## config.mk

```make
export PLATFORM = sky130hd
export DESIGN_NAME = uart_rx_core_flat
export DESIGN_NICKNAME = d
export VERILOG_FILES = /design/src/rtl/uart_pkg.sv /design/src/rtl/uart_rx_core_if.sv /design/src/rtl/uart_sync2.sv /design/src/rtl/uart_rx_core.sv /design/src/flat_wrapper.sv
export SDC_FILE = /design/constraint.sdc
export NUM_CORES = 1
export LEC_CHECK = 0
export CAP_MARGIN = 10
export CORE_UTILIZATION = 40
export DETAILED_ROUTE_END_ITERATION = 8
export DONT_BUFFER_PORTS = 1
export PLACE_DENSITY = 0.56
export SKIP_CTS_REPAIR_TIMING = 1
export SLEW_MARGIN = 20
export SYNTH_ARGS = -nofsm -noshare
export SYNTH_HDL_FRONTEND = slang
export SYNTH_SLANG_ARGS = --single-unit
export TNS_END_PERCENT = 30
```

## constraint.sdc

```tcl
create_clock -name clk -period 2.05 [get_ports clk]
set_input_delay 0.3075 -clock clk [delete_from_list [all_inputs] [get_ports clk]]
set_output_delay 0.3075 -clock clk [all_outputs]
set_load 0.005 [all_outputs]
```

## src/rtl/uart_pkg.sv

```systemverilog
// rtl/uart_pkg.sv - shared UART constants, state encoding and parity helper
package uart_pkg;

    localparam int DATA_W = 8;

    localparam logic [2:0] IDLE   = 3'd0;
    localparam logic [2:0] START  = 3'd1;
    localparam logic [2:0] DATA   = 3'd2;
    localparam logic [2:0] PARITY = 3'd3;
    localparam logic [2:0] STOP   = 3'd4;

    // Parity bit a transmitter would send for this byte.
    function automatic logic calc_parity(input logic [DATA_W-1:0] data, input logic odd);
        return (^data) ^ odd;
    endfunction

endpackage

```

## src/rtl/uart_rx_core_if.sv

```systemverilog
// rtl/uart_rx_core_if.sv - serial input and received-byte/status bundle of the RX core
interface uart_rx_core_if;
    import uart_pkg::*;

    logic              rx;
    logic [DATA_W-1:0] rx_data;
    logic              rx_valid;
    logic              par_err;
    logic              frame_err;
    logic              rx_busy;

    // The receiver core: reads the line, drives byte and status.
    modport master (
        input  rx,
        output rx_data, rx_valid, par_err, frame_err, rx_busy
    );

    // The line driver and byte consumer (FIFO / register block).
    modport slave (
        output rx,
        input  rx_data, rx_valid, par_err, frame_err, rx_busy
    );
endinterface

```

## src/rtl/uart_sync2.sv

```systemverilog
// rtl/uart_sync2.sv - two-flop synchroniser with selectable reset value
module uart_sync2 #(
    parameter logic RESET_VAL = 1'b0
) (
    input  logic clk,
    input  logic rst,
    input  logic d,
    output logic q
);

    logic meta;

    // Two back-to-back flops; reset value chosen to match the line's idle level.
    always_ff @(posedge clk) begin
        if (rst) begin
            meta <= RESET_VAL;
            q    <= RESET_VAL;
        end else begin
            meta <= d;
            q    <= meta;
        end
    end

endmodule

```

## src/rtl/uart_rx_core.sv

```systemverilog
// rtl/uart_rx_core.sv - UART receiver: start qualify, mid-bit sampling, parity and stop check
module uart_rx_core #(
    parameter int CLKS_PER_BIT = 868,
    parameter int PARITY_EN    = 0,
    parameter int PARITY_ODD   = 0
) (
    input  logic           clk,
    input  logic           rst,
    uart_rx_core_if.master bus
);
    import uart_pkg::*;

    localparam int CNT_W = (CLKS_PER_BIT > 1) ? $clog2(CLKS_PER_BIT) : 1;
    localparam int IDX_W = $clog2(DATA_W);

    localparam logic [CNT_W-1:0] HALF_M1  = CNT_W'(CLKS_PER_BIT / 2 - 1);
    localparam logic [CNT_W-1:0] FULL_M1  = CNT_W'(CLKS_PER_BIT - 1);
    localparam logic [IDX_W-1:0] BIT_LAST = IDX_W'(DATA_W - 1);
    localparam logic             ODD      = (PARITY_ODD != 0);

    logic              rx_s;
    logic              rx_d;
    logic [2:0]        state;
    logic [CNT_W-1:0]  clk_cnt;
    logic [IDX_W-1:0]  bit_idx;
    logic [DATA_W-1:0] shift_reg;
    logic              par_mismatch;
    logic              cnt_full;
    logic              cnt_half;

    uart_sync2 #(.RESET_VAL(1'b1)) u_sync (
        .clk (clk),
        .rst (rst),
        .d   (bus.rx),
        .q   (rx_s)
    );

    // Delayed copy of the synchronised line; a start needs a real high-to-low edge.
    always_ff @(posedge clk) begin
        if (rst) rx_d <= 1'b1;
        else     rx_d <= rx_s;
    end

    assign cnt_full    = (clk_cnt == FULL_M1);
    assign cnt_half    = (clk_cnt == HALF_M1);
    assign bus.rx_busy = (state != IDLE);

    // Frame state machine; outputs are registered and pulse for one cycle.
    always_ff @(posedge clk) begin
        if (rst) begin
            state         <= IDLE;
            clk_cnt       <= '0;
            bit_idx       <= '0;
            shift_reg     <= '0;
            par_mismatch  <= 1'b0;
            bus.rx_data   <= '0;
            bus.rx_valid  <= 1'b0;
            bus.par_err   <= 1'b0;
            bus.frame_err <= 1'b0;
        end else begin
            bus.rx_valid  <= 1'b0;
            bus.par_err   <= 1'b0;
            bus.frame_err <= 1'b0;
            case (state)
                IDLE: begin
                    clk_cnt <= '0;
                    bit_idx <= '0;
                    if (!rx_s && rx_d) begin
                        state        <= START;
                        par_mismatch <= 1'b0;
                    end
                end
                START: begin
                    // Half a bit in: still low means a genuine start bit.
                    if (cnt_half) begin
                        clk_cnt <= '0;
                        bit_idx <= '0;
                        state   <= rx_s ? IDLE : DATA;
                    end else begin
                        clk_cnt <= clk_cnt + 1'b1;
                    end
                end
                DATA: begin
                    if (cnt_full) begin
                        clk_cnt            <= '0;
                        shift_reg[bit_idx] <= rx_s;
                        if (bit_idx == BIT_LAST) begin
                            state <= (PARITY_EN != 0) ? PARITY : STOP;
                        end else begin
                            bit_idx <= bit_idx + 1'b1;
                        end
                    end else begin
                        clk_cnt <= clk_cnt + 1'b1;
                    end
                end
                PARITY: begin
                    if (cnt_full) begin
                        clk_cnt      <= '0;
                        par_mismatch <= (rx_s != calc_parity(shift_reg, ODD));
                        state        <= STOP;
                    end else begin
                        clk_cnt <= clk_cnt + 1'b1;
                    end
                end
                STOP: begin
                    // Leaving at mid-stop leaves half a bit to catch the next start edge.
                    if (cnt_full) begin
                        clk_cnt <= '0;
                        state   <= IDLE;
                        if (rx_s) begin
                            bus.rx_data  <= shift_reg;
                            bus.rx_valid <= 1'b1;
                            bus.par_err  <= par_mismatch;
                        end else begin
                            bus.frame_err <= 1'b1;
                        end
                    end else begin
                        clk_cnt <= clk_cnt + 1'b1;
                    end
                end
                default: begin
                    state   <= IDLE;
                    clk_cnt <= '0;
                end
            endcase
        end
    end

endmodule

```

## src/flat_wrapper.sv

```systemverilog
// flat-port wrapper written by rule: the top's interface ports become plain ports
module uart_rx_core_flat import uart_pkg::*;
#(
    parameter int CLKS_PER_BIT = 868,
    parameter int PARITY_EN    = 0,
    parameter int PARITY_ODD   = 0
)
  (clk, rst, bus_rx, bus_rx_data, bus_rx_valid, bus_par_err, bus_frame_err, bus_rx_busy);
  uart_rx_core_if bus_i ();
  input  logic clk;
  input  logic rst;
  input wire logic [$bits(bus_i.rx)-1:0] bus_rx;
  output wire logic [$bits(bus_i.rx_data)-1:0] bus_rx_data;
  output wire logic [$bits(bus_i.rx_valid)-1:0] bus_rx_valid;
  output wire logic [$bits(bus_i.par_err)-1:0] bus_par_err;
  output wire logic [$bits(bus_i.frame_err)-1:0] bus_frame_err;
  output wire logic [$bits(bus_i.rx_busy)-1:0] bus_rx_busy;
  assign bus_i.rx = bus_rx;
  assign bus_rx_data = bus_i.rx_data;
  assign bus_rx_valid = bus_i.rx_valid;
  assign bus_par_err = bus_i.par_err;
  assign bus_frame_err = bus_i.frame_err;
  assign bus_rx_busy = bus_i.rx_busy;
  uart_rx_core #(.CLKS_PER_BIT(CLKS_PER_BIT), .PARITY_EN(PARITY_EN), .PARITY_ODD(PARITY_ODD)) u_core (.clk(clk), .rst(rst), .bus(bus_i));
endmodule
```

# Word-level counts from Yosys, hierarchy flattened
# Index checks and enable logic that the tools add are counted.
# Widths: inputs -> output; s select.
# op_classes
add_sub_neg	2
magnitude_cmp	2
n_eq_ne	15
n_mux	23
bitwise	3
reduce_logical	16
# op_table
operator	n
$mux 3	9
$mux 10	2
$pmux 10 s2	1
$pmux 3 s5	1
$ne 2x1->1 const B	6
$add 10x1->10 const B	1
$eq 10x10->1 const B	1
$eq 10x9->1 const B	1
$pmux 3 s3	1
$bwmux 8	1
$reduce_xor 8->1	1
$eq 3x2->1 const B	2
$eq 3x3->1 const B	2
$reduce_and 3->1	2
$reduce_and 6->1	1
$reduce_bool 3->1	2
$reduce_or 3->1	2
$mux 1	5
$lt 3x4->1 const B	1
$reduce_and 4->1	1
$reduce_or 4->1	1
$add 3x1->3 const B	1
$demux 1 s3	1
$eq 3x1->1 const B	1
11 further kinds	14
# totals
regBits	39
input_bits	3
out_inout_bits	12
word_cells	73

# Longest topological paths before layout
# Gate-level depths: netlist of the first run.
# depth
ltp_word	5
depth_mapped	7

# Modules after synthesis
# Synthesis of the first run repeated with hierarchy kept, for this count alone.
# unflattened
cells_unflattened	193
area_unflattened_um2	1791.7
# by_module_without_submodules
mod	instances	cells_each	area_each_um2	seq_area_each_um2
uart_rx_core	1	189	1739.2	740.7
uart_sync2	1	4	52.6	40.0

# Worst setup path before layout of the first run
# Ideal clock, no wire load.
# synth_timing
kind	reg2reg
from	register u_core.clk_cnt[0]
to	register u_core.bit_idx[1]
setup_ps	71
arrival_ps	1603
path_slack_ps	377
path_stages_with_launch	6
path_buffers	0
synth_period_minus_slack_ps	1673
path_cell_list	dfxtp_1 > ha_1 > and4bb_4 > a31oi_4 > or4_1 > a21oi_1
# synth_between
elab_chain_len	3
word_cells_on_any_way	5
# synth_lines
item	line	text
from (decl)	uart_rx_core.sv:24	logic [CNT_W-1:0] clk_cnt;
from (signal assigned)	uart_rx_core.sv:80	clk_cnt <= clk_cnt + 1'b1;
from (signal assigned)	uart_rx_core.sv:93	clk_cnt <= clk_cnt + 1'b1;
from (signal assigned)	uart_rx_core.sv:102	clk_cnt <= clk_cnt + 1'b1;
$eq 10x10->1 or $eq 10x9->1 (tied branches)	uart_rx_core.sv:44, uart_rx_core.sv:45	
$ne 2x1->1 (no line)	n/a	
$reduce_and 4->1 (no line) *	n/a	
to (signal assigned)	uart_rx_core.sv:90	bit_idx <= bit_idx + 1'b1;
to (decl)	uart_rx_core.sv:25	logic [IDX_W-1:0] bit_idx;
# Every way passes the cells marked *; elsewhere a longest branch is shown, timed or not.
# A chain may end at the register's enable or synchronous reset.

# Worst setup path after layout of the first run
# layout_timing
from	register u_core.bit_idx[0]
to	register u_core.bit_idx[1]
# layout_between
elab_chain_len	4
word_cells_on_any_way	7
# layout_lines
item	line	text
$add 3x1->3	uart_rx_core.sv:90	
$mux 3	uart_rx_core.sv:87	if (bit_idx == BIT_LAST) begin
$mux 3	uart_rx_core.sv:84	if (cnt_full) begin
$pmux 3 s3	uart_rx_core.sv:64	case (state)
# Several ways; a longest one is shown, not always the timed one. The select of a mux whose other input is x is not followed.

==> results of run 1 <==
-- worst paths after layout --
path	from	to	slack (ns)	cells after the start
setup / recovery	u_core.bit_idx[0]$_SDFFE_PP0P_	u_core.bit_idx[1]$_SDFFE_PP0P_	0.15	6
setup reg to reg	u_core.bit_idx[0]$_SDFFE_PP0P_	u_core.bit_idx[1]$_SDFFE_PP0P_	0.15	6
hold / removal	rst	u_core.bit_idx[2]$_SDFFE_PP0P_	0.08	1
hold reg to reg	u_core.u_sync.meta$_SDFF_PP1_	u_core.u_sync.q$_SDFF_PP1_	0.42	1
-- per-layer routing --
metal,routed length (um),vias to the layer above
met2,1823,16
met5,0,-
li1,-,683
met3,152,9
met4,83,0
met1,1609,655
-- report_power, final --
group	switching, mW	internal [mW]	leakage [nW]	total (mW)
clock network	0.251	0.264	0.0470	0.514
registers	0.00643	0.762	0.315	0.768
logic	0.0264	0.0163	0.463	0.0427
-- layout by cell type, fill, tap and decap left out, types with 2 or more instances in the layout --
cell type  netlist  layout
dfxtp_1         39      39
nor2_1          24      24
nand2_1         17      17
mux2i_1         16      16
xnor2_1         10      10
nand3_1          8       8
clkbuf_8         0       6
a21oi_1          5       5
xor2_1           5       5
inv_1            4       4
nand4_1          4       4
or2_2            4       4
nor3_1           4       4
ha_1             4       4
nor2b_1          3       3
nand3b_1         3       3
o31ai_1          3       3
or4_1            3       3
or3b_2           2       2
a31oi_4          2       2
nand2b_1         2       2
a41oi_1          2       2
buf_4            2       2
-- cell usage after synthesis (5+ instances only) --
cell     count
xnor2_1     10
dfxtp_1     39
mux2i_1     16
nor2_1      24
nand3_1      8
xor2_1       5
a21oi_1      5
nand2_1     17
-- worst max-delay path: stages (launching register included) --
cell and delay, ns:
dfxtp_1 0.40, ha_1 0.25, ha_1 0.22, nor2_1 0.18, a31oi_4 0.13, or4_1 0.50
a21oi_1 0.15
-- cell families (layout without fill, tap and decap cells) --
kind of cell	after synthesis	count (layout)
and+or+nand+nor	86	86
xor gates and xnor gates	16	16
muxes	17	17
DFF	39	39
buffers and inverters	14	13
adders and majority gates	4	4
AOI/OAI and AO/OA	20	20
-- layout make-up --
cell class,count,area (um2)
clock buffers,6,82.58
clock inverters,1,5.005
fillers,438,2439
inverters,4,15.01
multi-input cells,143,1042
flip-flops and latches,39,780.7
well taps,52,65.06
repair buffers,2,15.01
-- metrics by stage --
step,power (mW),std cells
after floorplan,0.8239,196
after global placement,0.8268,240
after detailed placement,0.8282,240
after CTS,1.337,247
after global routing,1.380,247
final,1.325,247
==> impl_summary.md, run 1 <==
Status
The run finished, with violations left. The checks that failed: DRC.

Global route
The met1 routing resource usage after global routing is 18.13%. Global routing finished with a remaining overflow of 0. Global routing consumed, on the met3 layer, 4.843% of the routing resources. Global routing consumed, over all layers together, 16.21% of the routing resources.

The number of global-route vias before repair came to 1,370. The initial antenna violation count is 0. The global routing stage identified its most utilized layer as met2. For this run, global-route usage on met2 was measured as 27.88%.

The first global-routing pass estimated 6.292 mm of wire. The pin count of the biggest net entering global routing is 19.

STA
Setup slack closes at 0.1484 ns. The setup TNS is 0 ns. The number of hold violations in the final report came to 0. Setup repair after global routing left no endpoint under its margin. The upper clock frequency limit is 525.9 MHz. The worst-case headroom to the max-slew limit is 66.10%. The number of slew-limit violations in the final report is 0. Counting I/O delays and the setup requirement, the final critical path takes 1.902 ns. The maximum clock skew at final layout is 0.004453 ns. For the pin with the worst max-slew slack, the measured transition is 0.5082 ns. Hold is met by 0.07651 ns. Setup violations remaining at the end of the flow were counted as 0. The share of the clock period used by the worst path is 92.76%.

Yosys
Among all flip-flop cells after synthesis, the most frequent one is dfxtp_1. In the synthesized netlist, the number of instances is 196. The synthesized netlist devotes 25.56% of its cell area to simple gates. The flip-flop and latch count after synthesis is 39. The netlist area before placement is 0.001889 mm2. The post-synthesis adder-cell area fraction is 2.649%. The fraction of synthesis flops using an asynchronous set or reset pin is 0%. Summing the areas of all compound-gate instances in the mapped netlist gives 9.735% of the synthesized area. The count of unique library cells instantiated by Yosys is 47. The share of cell area taken by muxes after synthesis is 9.073%. The number of enable-type register cells in the synthesized netlist is 0. After synthesis, the largest family of logic cells by area is simple AND/OR/NAND/NOR gates.

In the post-synthesis netlist, the biggest area contributors are dfxtp_1, mux2i_1, nor2_1. Yosys printed 0 warnings. The portion of synthesized cell area occupied by the leading cell type is 41.32%. The xor and xnor fraction of the mapped netlist area is 8.146%. Sequential cells were found to cover 41.32% of the synthesized design area.

A synthesized cell averages 9.639 um2. When the netlist entered floorplanning its net count stood at 203. The synthesized design spends more area on one cell type than any other, namely dfxtp_1.

Floorplanning
The floorplan step set the die width to 70.73 um. The initial core utilization is 42.51%. The placement row count is 24. The number of primary I/O pins is 15. The area enclosed by the die boundary is 0.005002 mm2.

The area inside the core boundary is 0.004444 mm2. Measured along the y axis, the die boundary spans 70.73 um.

Final layout
For this run, the post-layout net count is 202. Once layout is complete, the utilization of the core stands at 45.13%. The number of antenna diodes in the final layout is 0. The register with the most flip-flops in the layout has 10 of them.

Relative to the synthesized area, the layout overhead comes to 6.159%. Cells with a size suffix above 1 make up 13.85% of the layout. After routing the design area is 0.002006 mm2.

Clocking
The number of buffers added by the clock tree synthesis step is 5. The clock passes through at most 2 buffers. At the later pin of the worst-skew pair, clock insertion delay measures 0.29 ns.

The number of H-tree branching levels is 2. The clock transition at the registers of the reported paths is 0.07 ns. TritonCTS built the clock tree. The tree is rooted in a clkbuf_8.

Counting every sink on the clock net gives 39.

Drt
Wires add up to 3.669 mm. The count of nets left with antenna violations after detail routing is 0. The detailed-route via count is 1,363. The first-iteration detailed-routing DRC count is 141. The first detailed-routing pass took 6 iterations. In the routed design, unresolved DRC markers number 2.

The average via count per standard cell is 5.518. The wire length per cell after detailed routing is 14.85 um.

Worst setup path
The critical path launch point type is a flop. For the worst setup path, the data required time is 2.28 ns. The worst setup path is captured at a flop. The critical path arrival is 2.13 ns. The type of the worst setup path is flop to flop. In this run the worst path has a maximum fanout of 11.

Power
VDD sags by at most 276.4 uV. The power density over the cells is 660.7 mW/mm2. The leakage power total is 0.8251 nW.

Place
The congestion estimate from routability-driven global placement came to 0.8655. Prior to clock tree synthesis, the placed netlist has a worst setup slack of 0.1788 ns. The number of input and output port buffers inserted is 0. After legalization and detailed placement, the total HPWL measured 2.572 mm. The cell area after placement is 0.001918 mm2.

Worst hold path
The class of the tightest hold or removal check is primary input to flop.

Flow run
The total of max-cap violations is 0.
(Power assumes the default switching activity.)
==> inputs of run 2 (changes only) <==
Settings changed: CTS_BUF_LIST from default to sky130_fd_sc_hd__clkbuf_16.
==> impl_summary.md, run 2 (synthesis results as in run 1) <==
STA
For this run, the top clock speed supported by timing is 525.3 MHz. After layout, the worst setup slack is 0.1464 ns. The setup TNS is 0 ns.

The share of the clock period used by the worst path is 92.86%. The number of slew-limit violations in the final report is 0. The number of hold violations in the final report is 0. The tightest hold path in the finished design has a slack of 0.09289 ns. The routed design could run at a clock period as short as 1.904 ns. At the pin with the least slew margin, the transition time is 0.5152 ns. The worst pin sits at a relative slew slack of 65.63%. Setup repair after global routing left no endpoint under its margin. The maximum clock skew at final layout is 0.002873 ns. Setup violations remaining at the end of the flow were counted as 0.

Power
Power spread over the standard cell area amounts to 744.5 mW/mm2. The clock network fraction of design power is 46.8%. The share of total power consumed by net switching is 20.43%. The internal power component is 1.216 mW. Across the VDD grid, the largest voltage drop is 271.0 uV. Sequential cells account for 50.4% of the total power.

Combinational cells account for 2.8% of the total power. The overall power after layout is 1.528 mW. The net load switching power is 312.0 uW. In this run the static leakage power is 0.8452 nW.

Worst setup path
The kind of cell adding the most delay to the critical path is simple AND/OR/NAND/NOR gates. The endpoint required time on the critical path is 2.26 ns. The critical path launch point type is a flop. The start of the worst register-to-register path is u_core.bit_idx[0]$_SDFFE_PP0P_. Among all stages on the critical path, the largest delay is contributed by or4_1. Counting both buffers and inverters, the worst setup path holds a total of 0.

By startpoint and endpoint, the worst setup path is classified as flop to flop. The type of destination of the critical path is a flop. The capturing point of the worst reg2reg path is u_core.bit_idx[1]$_SDFFE_PP0P_. The critical path goes through ha_1 -> ha_1 -> nor2_1 -> a31oi_4 -> or4_1 -> a21oi_1. The cell that appears most often on the critical path is ha_1. On the worst path, the slowest cell contributes a delay of 0.50 ns. Data arrives at the worst endpoint at 2.11 ns.

The worst setup slack for register-to-register paths is 0.15 ns. The largest fanout on the critical path is 11. For the worst flop-to-flop path, the logic depth is 6.

Clocking
The H-tree was split into 2 levels. Clock tree synthesis inserted a total of 5 buffers. The maximum number of buffers from clock root to sink is 2. TritonCTS built the clock tree. The TritonCTS sink count is 39. After clock tree synthesis, the clock-pin slew on the worst setup and hold paths is 0.05 ns. The cell at the root of the clock tree is clkbuf_16. The latest clock arrival within the worst-skew pair is 0.28 ns.

Drt
The first routing iteration left 139 violations. The detailed-route via count is 1,367. Using the TritonRoute via totals, the vias-per-cell ratio works out to 5.534. The total iterations of the first detailed-routing run is 6. The total detailed-routing wirelength is 3.702 mm. The count of nets left with antenna violations once routing finished came out at 0. For this run, design rule violations remaining after detail routing come to 2. In the final routed layout, each cell accounts on average for 14.99 um.

Place
Prior to clock tree synthesis, the placed netlist has a worst setup slack of 0.1788 ns. The placed instances occupy a cell area of 0.001918 mm2. The number of input and output port buffers inserted is 0. Including well taps, the total number of placed cells is 240. The final weighted congestion in routability-driven placement is 0.8655. The HPWL after detailed placement is 2.572 mm.

Final layout
At the end of the flow the core is filled with cells to 46.17%. The area added between synthesis and finish is 8.609%. The number of flip-flops in the largest register is 10. The total of fill cells in the finished design is 429.

The finished layout cell area is 0.002052 mm2. Leaving out fill and tap cells, the most frequent cell in the layout is dfxtp_1. In the layout the commonest cells are dfxtp_1, nor2_1, nand2_1, mux2i_1, xnor2_1. The net total in the final layout is 202. The diode insertion count for antenna repair is 0. The finished layout holds 247 standard cells, fillers aside. The proportion of layout cells with a drive suffix above 1 is 13.33%.

Worst hold path
The worst hold path cell count is 1. The class of the tightest hold or removal check is primary input to flop. The worst min-delay path startpoint is rst. The worst hold path endpoint is u_core.state[2]$_SDFFE_PP0P_.

Flow run
Max-cap violations in this run came to 0.

Floorplanning
The placement row count is 24. The area inside the core boundary is 0.004444 mm2. During I/O placement, the number of pins put on the boundary was 15.

The die covers 0.005002 mm2. Measured along the x axis, the die boundary spans 70.73 um. The floorplan step set the die height to 70.73 um.

For this configuration, the core starts out at a cell density of 42.51%.

Global route
Global routing consumed, over all layers together, 16.55% of the routing resources. The total overflow left after global routing is 0. The initial antenna violation count was 0. The first global-routing pass estimated 6.313 mm of wire.

The number of global-route vias before repair was 1,358. Entering global routing, the biggest net connects 19 pins.

Status
The flow ran to the end, but the final reports show violations. The checks that failed: DRC.
==> run 2: cell count changes in the layout (fill, tap and decap cells not counted), sizes merged <==
cell	change
clkbuf	-1
clkinv	+1
==> run 2: how the worst max path moves through the flow <==
stage / start / end / slack (ns) / depth (start not counted)
2_1_floorplan: u_core.clk_cnt[0]$_SDFF_PP0_ / u_core.bit_idx[1]$_SDFFE_PP0P_ / 0.38 / 5
3_3_place_gp: u_core.clk_cnt[0]$_SDFF_PP0_ / u_core.bit_idx[2]$_SDFFE_PP0P_ / 0.28 / 5
3_5_place_dp: u_core.bit_idx[0]$_SDFFE_PP0P_ / u_core.bit_idx[1]$_SDFFE_PP0P_ / 0.18 / 6
4_1_cts: u_core.bit_idx[0]$_SDFFE_PP0P_ / u_core.bit_idx[1]$_SDFFE_PP0P_ / 0.15 / 6
5_1_grt: u_core.bit_idx[0]$_SDFFE_PP0P_ / u_core.bit_idx[1]$_SDFFE_PP0P_ / 0.03 / 6
6_report: u_core.bit_idx[0]$_SDFFE_PP0P_ / u_core.bit_idx[1]$_SDFFE_PP0P_ / 0.15 / 6
==> run 2: power groups by stage <==
stage                     Combinational, mW  Clock, mW  Sequential, mW
after floorplan                      0.0428          0           0.781
final                                0.0427      0.715           0.770
after global routing                 0.0480      0.769           0.770
after detailed placement             0.0426          0           0.786
after global placement               0.0414          0           0.785
after CTS                            0.0427      0.726           0.769
==> run 2: layout make-up <==
cell class                 count  area, um2  share of cell area, %
clock buffer                   5      125.1                  6.098
clock inverter                 2      8.758                 0.4268
inverter                       4      15.01                 0.7317
multi-input combinational    143       1042                  50.79
sequential                    39      780.7                  38.05
tap                           52      65.06                  3.171
timing repair buffer           2      15.01                 0.7317
==> run 2: metal layers <==
| layer | GRT usage, % | up-vias | part of all wire [%] |
|---|---|---|---|
| met5 | 0 | - | 0 |
| met4 | 7.333 | 0 | 1.5 |
| met3 | 5.983 | 5 | 4.1 |
| met2 | 28.10 | 24 | 50 |
| met1 | 18.68 | 658 | 44 |
| li1 | - | 680 | - |
